<file path="config.mk">
export PLATFORM = sky130hd
export DESIGN_NAME = emisor_pulsos_temporizado
export DESIGN_NICKNAME = d
export VERILOG_FILES = /design/src/rtl/emisor_pulsos_temporizado_pkg.sv /design/src/rtl/emisor_pulsos_temporizado_temporizador.sv /design/src/rtl/emisor_pulsos_temporizado.sv
export SDC_FILE = /design/constraint.sdc
export NUM_CORES = 1
export LEC_CHECK = 0
export CORE_MARGIN = 2
export CORE_UTILIZATION = 40
export CTS_CLUSTER_DIAMETER = 50
export CTS_CLUSTER_SIZE = 10
export DETAILED_ROUTE_END_ITERATION = 6
export SLEW_MARGIN = 0
export SYNTH_ARGS = -nofsm -noshare
export SYNTH_HDL_FRONTEND = slang
export SYNTH_SLANG_ARGS = --single-unit
</file>
<file path="constraint.sdc">
create_clock -name clk -period 3.5 [get_ports clk]
set_input_delay 0.35 -clock clk [delete_from_list [all_inputs] [get_ports clk]]
set_output_delay 0.35 -clock clk [all_outputs]
set_load 0.005 [all_outputs]
</file>
<file path="src/rtl/emisor_pulsos_temporizado_pkg.sv">
// Shared parking-controller definitions: output FSM states and timing constants.
package pkg_estacionamiento;

  typedef enum logic [1:0] {
    REPOSO = 2'd0,
    ALTO   = 2'd1,
    PAUSA  = 2'd2
  } estado_t;

  localparam int unsigned CLK_HZ     = 12_000_000;
  localparam logic [19:0] TICKS_20MS = 20'd240_000;

endpackage

</file>
<file path="src/rtl/emisor_pulsos_temporizado_temporizador.sv">
// Free-running tick counter with synchronous clear and a runtime terminal-count compare.
module temporizador_ticks #(
  parameter int unsigned CNT_W = 20
) (
  input  logic             clk,
  input  logic             rst_n,
  input  logic             clear,
  input  logic             enable,
  input  logic [CNT_W-1:0] limite,
  output logic             fin
);

  logic [CNT_W-1:0] tick_reg;

  always_ff @(posedge clk or negedge rst_n) begin
    if (!rst_n) begin
      tick_reg <= '0;
    end else if (clear) begin
      tick_reg <= '0;
    end else if (enable) begin
      tick_reg <= tick_reg + 1'b1;
    end
  end

  assign fin = (tick_reg == limite);

endmodule

</file>
<file path="src/rtl/emisor_pulsos_temporizado.sv">
// Emits one fixed-width output pulse per request, with a minimum low gap and a
// saturating queue for requests that arrive while a pulse or gap is running.
module emisor_pulsos_temporizado
  import pkg_estacionamiento::*;
#(
  parameter int unsigned       CNT_W       = 20,
  parameter int unsigned       PEND_W      = 4,
  parameter logic [CNT_W-1:0]  PULSE_TICKS = TICKS_20MS,
  parameter logic [CNT_W-1:0]  GAP_TICKS   = TICKS_20MS
) (
  input  logic              clk,
  input  logic              rst_n,
  input  logic              disparo,
  output logic              salida,
  output logic              ocupado,
  output logic [PEND_W-1:0] pendientes,
  output logic              desborde
);

  localparam logic [CNT_W-1:0]  PULSE_LIM = PULSE_TICKS - 1'b1;
  localparam logic [CNT_W-1:0]  GAP_LIM   = GAP_TICKS - 1'b1;
  localparam logic [PEND_W-1:0] PEND_MAX  = '1;

  estado_t           state_reg;
  logic              salida_reg;
  logic              ocupado_reg;
  logic              desborde_reg;
  logic [PEND_W-1:0] pend_reg;
  logic [PEND_W-1:0] pend_next;

  logic [CNT_W-1:0]  limite;
  logic              fin;
  logic              hay_pend;
  logic              launch;
  logic              acc;
  logic              cons;
  logic              drop;

  // One timer serves both phases; it restarts on every phase change.
  assign limite = (state_reg == ALTO) ? PULSE_LIM : GAP_LIM;

  temporizador_ticks #(
    .CNT_W (CNT_W)
  ) u_temporizador (
    .clk    (clk),
    .rst_n  (rst_n),
    .clear  ((state_reg == REPOSO) || fin),
    .enable (state_reg != REPOSO),
    .limite (limite),
    .fin    (fin)
  );

  assign hay_pend = (pend_reg != '0);
  assign launch   = (state_reg == PAUSA) && fin && (hay_pend || disparo);
  // A request landing on a launch with an empty queue goes straight out.
  assign acc      = disparo && (state_reg != REPOSO) && !(launch && !hay_pend);
  assign cons     = launch && hay_pend;
  assign drop     = acc && !cons && (pend_reg == PEND_MAX);

  always_comb begin
    pend_next = pend_reg;
    if (acc && !cons && !drop) begin
      pend_next = pend_reg + 1'b1;
    end else if (cons && !acc) begin
      pend_next = pend_reg - 1'b1;
    end
  end

  always_ff @(posedge clk or negedge rst_n) begin
    if (!rst_n) begin
      state_reg    <= REPOSO;
      salida_reg   <= 1'b0;
      ocupado_reg  <= 1'b0;
      desborde_reg <= 1'b0;
      pend_reg     <= '0;
    end else begin
      desborde_reg <= drop;
      pend_reg     <= pend_next;
      case (state_reg)
        REPOSO: begin
          if (disparo) begin
            state_reg   <= ALTO;
            salida_reg  <= 1'b1;
            ocupado_reg <= 1'b1;
          end
        end
        ALTO: begin
          if (fin) begin
            state_reg  <= PAUSA;
            salida_reg <= 1'b0;
          end
        end
        PAUSA: begin
          if (launch) begin
            state_reg  <= ALTO;
            salida_reg <= 1'b1;
          end else if (fin) begin
            state_reg   <= REPOSO;
            ocupado_reg <= 1'b0;
          end
        end
        default: begin
          state_reg   <= REPOSO;
          salida_reg  <= 1'b0;
          ocupado_reg <= 1'b0;
        end
      endcase
    end
  end

  assign salida     = salida_reg;
  assign ocupado    = ocupado_reg;
  assign pendientes = pend_reg;
  assign desborde   = desborde_reg;

endmodule
</file>
## Word level (Yosys, flattened, before mapping)

Index checks and enable logic that the tools add are counted.

| cells by class | value |
|---|---|
| add/subtract/negate cells | 3 |
| eq/ne operators | 10 |
| multiplexer cells | 15 |
| bitwise gates (word level) | 1 |
| reduce and logical (&&, ||, !) cells | 25 |

Operator list:

| cell | count |
|---|---|
| 2-to-1 mux 20 bit | 2 |
| adder 20 x 1 -> 20 bit (second input constant) | 1 |
| equality test 20 x 18 -> 1 bit (second input constant) | 1 |
| logical AND 1 bit | 10 |
| inequality test 2 bit (second input constant) | 5 |
| 2-to-1 mux 2 bit | 4 |
| 2-to-1 mux 4 bit | 2 |
| case mux 1 bit (3 select lines) | 2 |
| case mux 2 bit (3 select lines) | 1 |
| AND reduction 3 bit | 2 |
| nonzero test 2 bit | 3 |
| zero test 1 bit | 5 |
| adder 4 x 1 -> 4 bit (second input constant) | 1 |
| equality test 4 bit (second input constant) | 1 |
| 2-to-1 mux 1 bit | 4 |
| AND reduction 4 bit | 1 |
| nonzero test 4 bit | 1 |
| subtractor 4 x 1 -> 4 bit (second input constant) | 1 |
| inequality test 3 bit (second input constant) | 1 |
| equality test 2 x 1 -> 1 bit (second input constant) | 1 |
| equality test 2 bit (second input constant) | 1 |
| zero test 2 bit | 1 |
| logical OR 1 bit | 2 |
| inverter 1 bit | 1 |

| word-level totals | value |
|---|---|
| flip-flop bits (word level) | 29 |
| input bits | 3 |
| output and inout port bits | 7 |
| word-level logic and storage cells | 60 |

## Logic depth before layout (Yosys ltp)

Gate-level depths: netlist of run 1.

| depth | value |
|---|---|
| word-level depth | 11 |
| depth in mapped cells | 12 |
| depth with buffers taken out | 11 |

## Cells and area by module

From an unflattened synthesis of run 1, not the netlist that was laid out.

| unflattened totals | value |
|---|---|
| cells, all modules | 185 |
| area, all modules | 1761.7 sq um |

By module, submodules not included:

| module | instances | cells an instance | area each (sq um) | seq. area each (sq um) |
|---|---|---|---|---|
| temporizador_ticks | 1 | 135 | 1232.4 | 500.5 |
| emisor_pulsos_temporizado | 1 | 50 | 529.3 | 225.2 |

## Worst setup path before layout of run 1

OpenSTA, ideal clock, no wires.

| timing path | value |
|---|---|
| path type | register -> register |
| start point | register u_temporizador.tick_reg[0] |
| end point | register pend_reg[3] (netlist: pendientes[3]) |
| setup time | 124 ps |
| data arrival time | 2515 ps |
| required time | 3376 ps |
| setup slack | 861 ps |
| stages on the path, launching flop included | 13 |
| path buffers | 1 |
| clock period less this slack | 2639 ps |
| cells stage by stage | dfrtp_1 -> ha_1 -> and3_2 -> nand2_2 -> or4_4 -> buf_6 -> nand3_1 -> ha_1 -> a21o_1 -> a21oi_1 -> nor2b_1 -> mux2i_1 -> xnor2_1 |

| on the way | value |
|---|---|
| word-level cells in the longest chain between the ends | 11 |
| elaborated cells on any way between the ends | 16 |
| classes of those cells | eq/ne: 1; mux: 1; reduce/logical: 14 |

RTL lines:

| element | RTL line | RTL |
|---|---|---|
| from (decl) | emisor_pulsos_temporizado_temporizador.sv:13 | `logic [CNT_W-1:0] tick_reg;` |
| from (signal assigned) | emisor_pulsos_temporizado_temporizador.sv:21 | `tick_reg <= tick_reg + 1'b1;` |
| equality test 20 x 18 -> 1 bit * | emisor_pulsos_temporizado_temporizador.sv:25 | `assign fin = (tick_reg == limite);` |
| logical AND 1 bit * (2 in series) | emisor_pulsos_temporizado.sv:54 | `assign launch = (state_reg == PAUSA) && fin && (hay_pend \|\| disparo);` |
| logical AND 1 bit | emisor_pulsos_temporizado.sv:56 | `assign acc = disparo && (state_reg != REPOSO) && !(launch && !hay_pend);` |
| zero test 1 bit | emisor_pulsos_temporizado.sv:56 |  |
| logical AND 1 bit | emisor_pulsos_temporizado.sv:56 |  |
| logical AND 1 bit | emisor_pulsos_temporizado.sv:58, emisor_pulsos_temporizado.sv:62 |  |
| logical AND 1 bit | emisor_pulsos_temporizado.sv:58 | `assign drop = acc && !cons && (pend_reg == PEND_MAX);` |
| zero test 1 bit | emisor_pulsos_temporizado.sv:62 | `if (acc && !cons && !drop) begin` |
| logical AND 1 bit | emisor_pulsos_temporizado.sv:62 |  |
| 2-to-1 mux 4 bit / nonzero test 2 bit (equally long branches) | - |  |
| to (signal assigned) | emisor_pulsos_temporizado.sv:78 | `pend_reg <= pend_next;` |
| to (decl) | emisor_pulsos_temporizado.sv:28 | `logic [PEND_W-1:0] pend_reg;` |

Every way passes the cells marked *; elsewhere a longest branch is shown, timed or not.
A chain may end at the register's enable or synchronous reset.

## Worst setup path in the final report of run 1

Same ends and word-level chain as after synthesis.

==> qor.yml, run 1 <==
run_status:
  status: "finished, final reports clean"
detailed_routing:
  drtIter0Drc: 104
  wl_met1_mm: 1.28
  avgRoutedWirePerCell_um: 13.1
  routed-via-count: 1124
  dr.max_layer_used: "met4"
  first_pass_iters: 4
  wirelength_mm: 2.84
  drt-vias-per-instance: 5.20
  ant_nets: 0
  routed-wl-met2_mm: 1.38
  drc_errors: 0
  wl_met3_um: 112
layout:
  drive_above_1_share_pct: 11.3
  utilization_pct: 47.7
  nets: 175
  final_cells: 216
  largest_register_ffs: 20
  fillCellCount: 358
  final_area_um2: 1770
  area_growth_syn_to_layout_pct: 13.4
  diodes: 0
clock_tree:
  cts_root_buf: "clkbuf_8"
  clk_latency_ns: 0.28
  clk_path_buf_depth: 2
  htreeDepth: 2
  postCtsSetupBuffers: 0
  cts_tree: "yes"
  ctsHoldBuffers: 0
  post_cts_resized: 0
  cts_buffers: 5
  clk_pin_slew_ns: 0.06
  cts_sinks: 29
synthesis:
  synthXorXnorAreaFrac_pct: 11.8
  syn_area_per_cell_um2: 10.1
  synth-seq-cells: 29
  synth_area_leader_cell: "dfrtp_1"
  synth_compound_area_share_pct: 6.16
  synth_ff_type: "dfrtp_1"
  synthTopCellsByCount: "29 x dfrtp_1, 27 x nor2_1, 12 x xor2_1"
  synth_top_family_by_area: "simple AND/OR/NAND/NOR gates"
  synth-edff-count: 0
  post_synth_fa_ha_maj_area_fraction_pct: 3.68
  synth_nets: 162
  synthesis.area_um2: 1560
  yosysMostFrequentCell: "dfrtp_1"
  syn_inst: 155
  yosysSeqAreaShare_pct: 46.4
  ys_top_cells_by_area: "dfrtp_1 46%, xor2_1 6.7%, nor2_1 6.5%"
  netlist.area_leader.share_pct: 46.4
  synth_cell_types: 40
  synth-simple-area-share_pct: 25.4
  yosysWarnings: 0
  synthMuxAreaShare_pct: 3.20
  async_reset_ff_share_pct: 100
critical_path:
  reg2reg_to: "pendientes[3]$_DFFE_PN0P_"
  timing.rr.start: "u_temporizador.tick_reg[0]$_DFFE_PN0P_"
  critPathArrivalTime_ns: 2.93
  critPathRequiredTime_ns: 3.67
  startpoint_type: "flip-flop"
  cp_max_fo: 6
  critical_path_class: "reg -> reg"
  reg2reg_slack_ns: 0.74
  endpoint_kind: "flip-flop"
  reg2reg_depth: 11
  worstSetupEndpoint: "pendientes[3]$_DFFE_PN0P_"
  startpoint: "u_temporizador.tick_reg[0]$_DFFE_PN0P_"
timing:
  min_period_over_period_pct: 78.8
  setup_viol_count_final: 0
  rsz0062_at_grt: "no"
  min_period_ns: 2.76
  fin_tns_setup_ns: 0
  whs_ns: 0.444
  final-hold-violation-count: 0
  max_slew_margin_pct: 47.8
  clock_skew_ns: 0.00230
  fmax_mhz: 363
  tightest_slew_ns: 0.772
  slew_violations: 0
die:
  start_util_pct: 42.1
  rows: 22
  die_height_um: 66.5
  die_x_um: 66.5
  ioPinCount: 10
  design.die.area_um2: 4430
  core_area_um2: 3720
global_route:
  grt_max_degree: 30
  grt_pass1_wl_mm: 5.00
  grt_pass1_vias: 1127
  grt_use_total_pct: 15.8
  grt.overflow.total: 0
  grt_antenna_before_repair: 0
placement:
  placed_cells: 209
  gp_congestion: 0.805
  io_buffer_count: 9
  dp_hpwl_mm: 2.03
  dpl-instance-area_um2: 1690
power_and_ir_drop:
  p_leak_nw: 0.783
  p_per_area_nw_per_um2: 599
  vdd.ir_drop.worst_mv: 0.348
flow_run:
  cap_violations: 0
min_path:
  worstHoldPathType: "in -> async"
metrics by stage:
stage,total power (W),worst slack [ns]
after floorplan,0.000679,0.861
after global placement,0.000775,0.843
after detailed placement,0.000800,0.738
after CTS,0.00108,0.730
after global routing,0.00115,0.575
final,0.00106,0.743
cells in the final DEF, fill, tap and decap left out, drive strengths merged, types with 4 or more instances in the layout:
master | netlist | final
dfrtp | 29 | 29
nor2 | 28 | 28
xor2 | 12 | 12
nand2 | 11 | 11
xnor2 | 9 | 9
clkdlybuf4s50 | 0 | 9
nand3 | 8 | 8
clkbuf | 2 | 7
nand4 | 6 | 6
o21ai | 4 | 4
and3 | 4 | 4
layer usage:
metal  GRT usage, %  up-vias
li1               -      554
met1           17.7      550
met2           25.6       15
met3           6.25        5
met4           8.42        0
met5              0        -
report_power, final:
group,total [W],internal (W),switching [W]
logic,0.000301,0.000174,0.000127
registers,0.000487,0.000402,0.0000851
clock network,0.000275,0.000155,0.000120
how the worst min path moves through the flow:
stage                                                 from                                 endpoint  slack (ns)  cells after the start
finish                                               rst_n  u_temporizador.tick_reg[17]$_DFFE_PN0P_        0.44                      2
global route                                         rst_n  u_temporizador.tick_reg[17]$_DFFE_PN0P_        0.47                      2
CTS                                                  rst_n                pendientes[1]$_DFFE_PN0P_        0.45                      2
detailed placement  u_temporizador.tick_reg[0]$_DFFE_PN0P_   u_temporizador.tick_reg[0]$_DFFE_PN0P_        0.47                      1
global placement    u_temporizador.tick_reg[0]$_DFFE_PN0P_   u_temporizador.tick_reg[0]$_DFFE_PN0P_        0.46                      1
floorplan                                            rst_n                       desborde$_DFF_PN0_        0.05                      0
worst max-delay path: stages (launching register included):
cell and delay [ns]:
dfrtp_1 0.38, ha_1 0.22, and3_2 0.25, nand2_2 0.08, or4_4 0.59, nand3_1 0.19
ha_1 0.26, a21o_1 0.17, a21oi_1 0.16, nor2b_1 0.14, mux2i_1 0.08, xnor2_1 0.12
cell type report:
cell class / instances / area (um^2) / area share (%)
clock buffer: 7 / 86.3 / 4.87
tap: 48 / 60.1 / 3.39
timing repair buffer: 11 / 105 / 5.92
multi-input combinational: 118 / 786 / 44.3
sequential: 29 / 726 / 40.9
inverter: 3 / 11.3 / 0.635
cell families after synthesis:
| logic type | Yosys count |
|---|---|
| AO/OA/AOI/OAI | 15 |
| XOR/XNOR | 21 |
| adder cells (fa/ha/maj) | 4 |
| buffers and inverters | 8 |
| flip-flops | 29 |
| multiplexers | 4 |
| AND/OR/NAND/NOR | 74 |
No activity file was read; power rests on OpenSTA's default activity.
==> run 2: changes to the inputs <==
- clock period: 3.5 -> 2.5 ns (I/O delays scaled with it)
==> run 2 against run 1 <==
  * Worst hold slack got worse by 0.094 ns
  * Sequential cell count unchanged
  * Via count rose by 5.5%
  * Routed wire length is 8.0% higher
  * Power up 53%
  * Utilization grew 4.7 points
  * Combinational power rose by 80%
  * Clock skew is 0.0049 ns higher
  * Highest routed layer unchanged
  * Fmax rose by 13%
  * Register-to-register slack worse by 0.67 ns
==> qor.yml, run 2 (synthesis results as in run 1) <==
detailed_routing:
  drt-vias-per-instance: 5.16  # -0.91%
  first_pass_iters: 4  # unchanged
  ant_nets: 0  # unchanged
  drtIter0Drc: 41  # -61%
  wirelength_mm: 3.06  # +8.0%
  routed-via-count: 1186  # +5.5%
  avgRoutedWirePerCell_um: 13.3  # +1.4%
  drc_errors: 0  # unchanged
timing:
  max_slew_margin_pct: 63.3  # +15 points
  whs_ns: 0.349  # -0.0941 ns
  min_period_over_period_pct: 97.2  # +18 points
  slew_violations: 0  # unchanged
  min_period_ns: 2.43  # -0.327 ns
  tightest_slew_ns: 0.547  # -0.225 ns
  fmax_mhz: 412  # +13%
  rsz0062_at_grt: "yes"
  setup_viol_count_final: 0  # unchanged
  clock_skew_ns: 0.00722  # +0.00492 ns
  setup_ws_ns: 0.0703  # -0.673 ns
  final-hold-violation-count: 0  # unchanged
critical_path:
  critPathArrivalTime_ns: 2.60  # -0.33 ns
  critical_path_class: "reg -> reg"
  startpoint_type: "flip-flop"
  cp.buffers_inverters: 0  # unchanged
  endpoint_kind: "flip-flop"
  slowest_delay_ns: 0.53  # -0.06 ns
  cp_top_family: "simple AND/OR/NAND/NOR gates"
  path_cells: "ha_4 > and3_4 > nand2_4 > or4_4 > nand3_4 > ha_4 > a21o_1 > a21oi_2 > nor2b_1 > mux2i_1 > xnor2_1"
  critPathRequiredTime_ns: 2.67  # -1.00 ns
  crit_path_top_delay_cell: "or4_4"
  cp_max_fo: 4  # -2
  crit_top_cell: "ha_4"
placement:
  io_buffer_count: 9  # unchanged
  gp_congestion: 0.827  # +2.8%
  dpl-instance-area_um2: 1800  # +6.8%
  dp_worst_setup_slack_ns: 0.00505  # -0.733 ns
  dp_hpwl_mm: 2.19  # +8.3%
global_route:
  grt_use_total_pct: 16.0  # +0.24 points
  grt_antenna_before_repair: 0  # unchanged
  grt_pass1_vias: 1176  # +4.3%
  grt.overflow.total: 0  # unchanged
  grt_busiest_layer: "met2"
  met1_usage_pct: 18.6  # +0.85 points
  grt_max_degree: 30  # unchanged
  use_met2_pct: 27.1  # +1.5 points
  grt_pass1_wl_mm: 5.21  # +4.3%
  use_met3_pct: 5.57  # -0.68 points
clock_tree:
  cts_buffers: 5  # unchanged
  cts_tree: "yes"
  htreeDepth: 2  # unchanged
  cts_sinks: 29  # unchanged
  cts_root_buf: "clkbuf_8"
  clk_pin_slew_ns: 0.06  # about the same
  ctsHoldBuffers: 0  # unchanged
  clk_path_buf_depth: 2  # unchanged
  clk_latency_ns: 0.28  # about the same
die:
  die_height_um: 66.5  # unchanged
  ioPinCount: 10  # unchanged
  core_area_um2: 3720  # unchanged
  start_util_pct: 42.1  # unchanged
  rows: 22  # unchanged
  die_x_um: 66.5  # unchanged
  design.die.area_um2: 4430  # unchanged
layout:
  drive_above_1_share_pct: 20.9  # +9.6 points
  final_area_um2: 1950  # +9.9%
  largest_register_ffs: 20  # unchanged
  layout_commonest_cell: "dfrtp_1"
  diodes: 0  # unchanged
  layout_common_cells: "29 x dfrtp_1, 27 x nor2_1, 14 x buf_4, 12 x xor2_1, 10 x nand2_1"
  nets: 188  # +7.4%
  area_growth_syn_to_layout_pct: 24.6
flow_run:
  cap_violations: 0  # unchanged
power_and_ir_drop:
  p_per_area_nw_per_um2: 834  # +39%
  total_power_w: 0.00163  # +53%
  p_leak_nw: 0.879  # +12%
  vdd.ir_drop.worst_mv: 0.386  # +11%
min_path:
  worstHoldPathType: "in -> async"
run_status:
  status: "finished, final reports clean"
## run 2: changes by cell type in the layout (fill, tap and decap cells not counted), sizes merged
| cell | previous run | this run |
|---|---|---|
| buf | 2 | 15 |
| clkinv | 0 | 1 |
## run 2: power by group
group          switching [W]  total [W]  leakage [nW]  internal, W
Clock               0.000175   0.000423        0.0542     0.000248
Sequential         0.0000986   0.000661         0.366     0.000562
Combinational       0.000235   0.000541         0.459     0.000306
Total               0.000508    0.00163         0.879      0.00112
## run 2: repair_timing
item | in CTS | in global routing
setup endpoints to repair | 0 | 1
buffers inserted | 0 | 4
resized for setup | 0 | 2
## run 2: path summary, 6_finish.rpt
path                                                        startpoint                                 endpoint  slack (ns)  depth (start not counted)
worst max-delay path            u_temporizador.tick_reg[0]$_DFFE_PN0P_                pendientes[3]$_DFFE_PN0P_        0.07                         11
worst min register to register               pendientes[3]$_DFFE_PN0P_                pendientes[3]$_DFFE_PN0P_        0.54                          1
worst min-delay path                                             rst_n  u_temporizador.tick_reg[17]$_DFFE_PN0P_        0.35                          2
worst max register to register  u_temporizador.tick_reg[0]$_DFFE_PN0P_                pendientes[3]$_DFFE_PN0P_        0.07                         11
max in group asynchronous                                        rst_n   u_temporizador.tick_reg[2]$_DFFE_PN0P_        1.86                          2
min in group clk                             pendientes[3]$_DFFE_PN0P_                pendientes[3]$_DFFE_PN0P_        0.54                          1
## run 2: area by class of cell
class                           count  area [um^2]
Fill cell                         318         1770
Clock buffer                        7         96.3
Tap cell                           48         60.1
Clock inverter                      1         5.00
Sequential cell                    29          726
Multi-Input combinational cell    118          836
Inverter                            3         11.3
Timing Repair Buffer               24          215
## run 2: metal layers
layer / vias up / wire, um
met1: 575 / 1370
met2: 17 / 1520
met4: 0 / 58
met3: 8 / 110
met5: - / 0
li1: 586 / -
## run 2: per-stage QoR
step	util [%]	cells	setup TNS, ns
final	52.5	230	0
after global routing	52.5	230	-0.0595
after CTS	51.2	226	0
after detailed placement	48.5	218	0
after global placement	48.5	218	0
after floorplan	-	155	0
==> run 3: changes to the inputs <==
==> constraint.sdc (replaced) <==
create_clock -name clk -period 2.5 [get_ports clk]
set_input_delay 0.375 -clock clk [delete_from_list [all_inputs] [get_ports clk]]
set_output_delay 0.375 -clock clk [all_outputs]
set_load 0.005 [all_outputs]
==> run 3 against run 2 <==
  * Sequential cell count unchanged
  * Fmax down 0.42%
  * Largest power group unchanged
  * Critical path depth unchanged
  * Largest cell class unchanged
  * Sequential power down 0.6%
  * Non-clock buffer count up 2
  * Combinational power up 4.1%
  * Register-to-register slack about the same
  * First-iteration DRC count up 24%
==> qor.yml, run 3 (synthesis results as in run 1) <==
critical_path:
  startpoint_type: "flip-flop"
  crit_top_cell: "ha_4"
  crit_path_top_delay_cell: "or4_4"
  cp_top_family: "simple AND/OR/NAND/NOR gates"
  cp_max_fo: 4  # unchanged
  slowest_delay_ns: 0.56  # +0.03 ns
  critPathArrivalTime_ns: 2.61  # about the same
  critical_path_class: "reg -> reg"
  path_cells: "ha_4 > and3_4 > nand2_2 > or4_4 > nand3_4 > ha_4 > a21o_1 > a21oi_2 > nor2b_1 > mux2i_1 > xnor2_1"
  cp.buffers_inverters: 0  # unchanged
  critPathRequiredTime_ns: 2.67  # about the same
  endpoint_kind: "flip-flop"
clock_tree:
  cts_tree: "yes"
  clk_pin_slew_ns: 0.06  # about the same
  ctsHoldBuffers: 0  # unchanged
  clk_latency_ns: 0.28  # about the same
  htreeDepth: 2  # unchanged
  clk_path_buf_depth: 2  # unchanged
  cts_root_buf: "clkbuf_8"
  cts_sinks: 29  # unchanged
  cts_buffers: 5  # unchanged
layout:
  diodes: 0  # unchanged
  layout_commonest_cell: "dfrtp_1"
  final_cells: 231  # +0.43%
  area_growth_syn_to_layout_pct: 23.5
  fillCellCount: 360  # +13%
  largest_register_ffs: 20  # unchanged
  multi_input_area_um2: 831  # -0.60%
  layout_common_cells: "29 x dfrtp_1, 27 x nor2_1, 17 x buf_4, 12 x xor2_1, 10 x nand2_1"
  nets: 190  # +1.1%
  utilization_pct: 52.0  # -0.47 points
  drive_above_1_share_pct: 20.8  # -0.11 points
  seqCellArea_um2: 726  # unchanged
die:
  start_util_pct: 42.1  # unchanged
  core_area_um2: 3720  # unchanged
  rows: 22  # unchanged
  die_x_um: 66.5  # unchanged
  design.die.area_um2: 4430  # unchanged
  ioPinCount: 10  # unchanged
  die_height_um: 66.5  # unchanged
power_and_ir_drop:
  vdd.ir_drop.worst_mv: 0.454  # +18%
  p_per_area_nw_per_um2: 831  # -0.33%
  p_leak_nw: 0.862  # -1.9%
min_path:
  worstHoldPathType: "in -> async"
detailed_routing:
  routed-via-count: 1218  # +2.7%
  drtIter0Drc: 51  # +24%
  ant_nets: 0  # unchanged
  drt-vias-per-instance: 5.27  # +2.3%
  drc_errors: 0  # unchanged
  first_pass_iters: 4  # unchanged
  wirelength_mm: 3.15  # +2.7%
  avgRoutedWirePerCell_um: 13.6  # +2.3%
global_route:
  use_met2_pct: 27.5  # +0.38 points
  met1_usage_pct: 20.3  # +1.7 points
  use_met3_pct: 4.05  # -1.5 points
  grt_pass1_wl_mm: 5.46  # +4.9%
  grt_use_total_pct: 16.6  # +0.58 points
  grt_max_degree: 30  # unchanged
  grt_pass1_vias: 1212  # +3.1%
  grt.overflow.total: 0  # unchanged
  grt_antenna_before_repair: 0  # unchanged
  grt_busiest_layer: "met2"
timing:
  slew_violations: 0  # unchanged
  setup_viol_count_final: 0  # unchanged
  tightest_slew_ns: 0.462  # -0.0855 ns
  setup_ws_ns: 0.0600  # -0.0102 ns
  clock_skew_ns: 0.00431  # -0.00291 ns
  fmax_mhz: 410  # -0.42%
  final-hold-violation-count: 0  # unchanged
  min_period_ns: 2.44  # +0.0102 ns
  max_slew_margin_pct: 69.0  # +5.7 points
  whs_ns: 0.480  # +0.130 ns
  fin_tns_setup_ns: 0  # unchanged
  rsz0062_at_grt: "yes"
  min_period_over_period_pct: 97.6  # +0.41 points
flow_run:
  cap_violations: 0  # unchanged
placement:
  gp_congestion: 0.813  # -1.7%
  dp_hpwl_mm: 2.21  # +0.62%
  io_buffer_count: 9  # unchanged
  dp_worst_setup_slack_ns: 0.0109  # +0.00587 ns
  placed_cells: 221  # +1.4%
run_status:
  status: "finished, final reports clean"
[run 3: routing by layer]
metal	vias up	wire, um
li1	588	-
met1	599	1420
met2	23	1550
met3	8	109
met4	0	68
met5	-	0
[run 3: report_power, final]
part / internal [W] / switching, W / total (W)
clock: 0.000218 / 0.000168 / 0.000385
sequential: 0.000563 / 0.0000942 / 0.000657
combinational: 0.000317 / 0.000246 / 0.000563
[run 3: path summary, 6_finish.rpt]
path,endpoint,slack [ns],cells past startpoint,start
worst min register to register,pendientes[3]$_DFFE_PN0P_,0.54,1,pendientes[3]$_DFFE_PN0P_
worst min-delay path,u_temporizador.tick_reg[17]$_DFFE_PN0P_,0.48,2,rst_n
max in group asynchronous,u_temporizador.tick_reg[13]$_DFFE_PN0P_,1.73,2,rst_n
worst max register to register,pendientes[3]$_DFFE_PN0P_,0.06,11,u_temporizador.tick_reg[0]$_DFFE_PN0P_
min in group clk,pendientes[3]$_DFFE_PN0P_,0.54,1,pendientes[3]$_DFFE_PN0P_
worst max-delay path,pendientes[3]$_DFFE_PN0P_,0.06,11,u_temporizador.tick_reg[0]$_DFFE_PN0P_
[run 3: timing repair]
item                                   CTS  global route
setup endpoints to repair                0             2
endpoints found under the hold margin    0             0
gates resized for setup                  0             1
setup buffers                            0             3
[run 3: per-stage QoR]
stage / power [W] / area (um^2)
after floorplan: 0.000980 / 1600
after global placement: 0.00116 / 1810
after detailed placement: 0.00120 / 1810
after CTS: 0.00159 / 1900
after global routing: 0.00171 / 1930
final: 0.00161 / 1930
[run 3: area by class of cell]
cell class | instances | share of cell area, %
Clock buffer | 7 | 4.47
Inverter | 3 | 0.583
Multi-Input combinational cell | 118 | 43.0
Sequential cell | 29 | 37.6
Tap cell | 48 | 3.11
Timing Repair Buffer | 26 | 11.3
[run 3: worst register-to-register path: stages (launching register included)]
cell     delay, ns
dfrtp_1       0.40
ha_4          0.17
and3_4        0.19
nand2_2       0.07
or4_4         0.56
nand3_4       0.10
ha_4          0.21
a21o_1        0.16
a21oi_2       0.12
nor2b_1       0.14
mux2i_1       0.09
xnor2_1       0.13
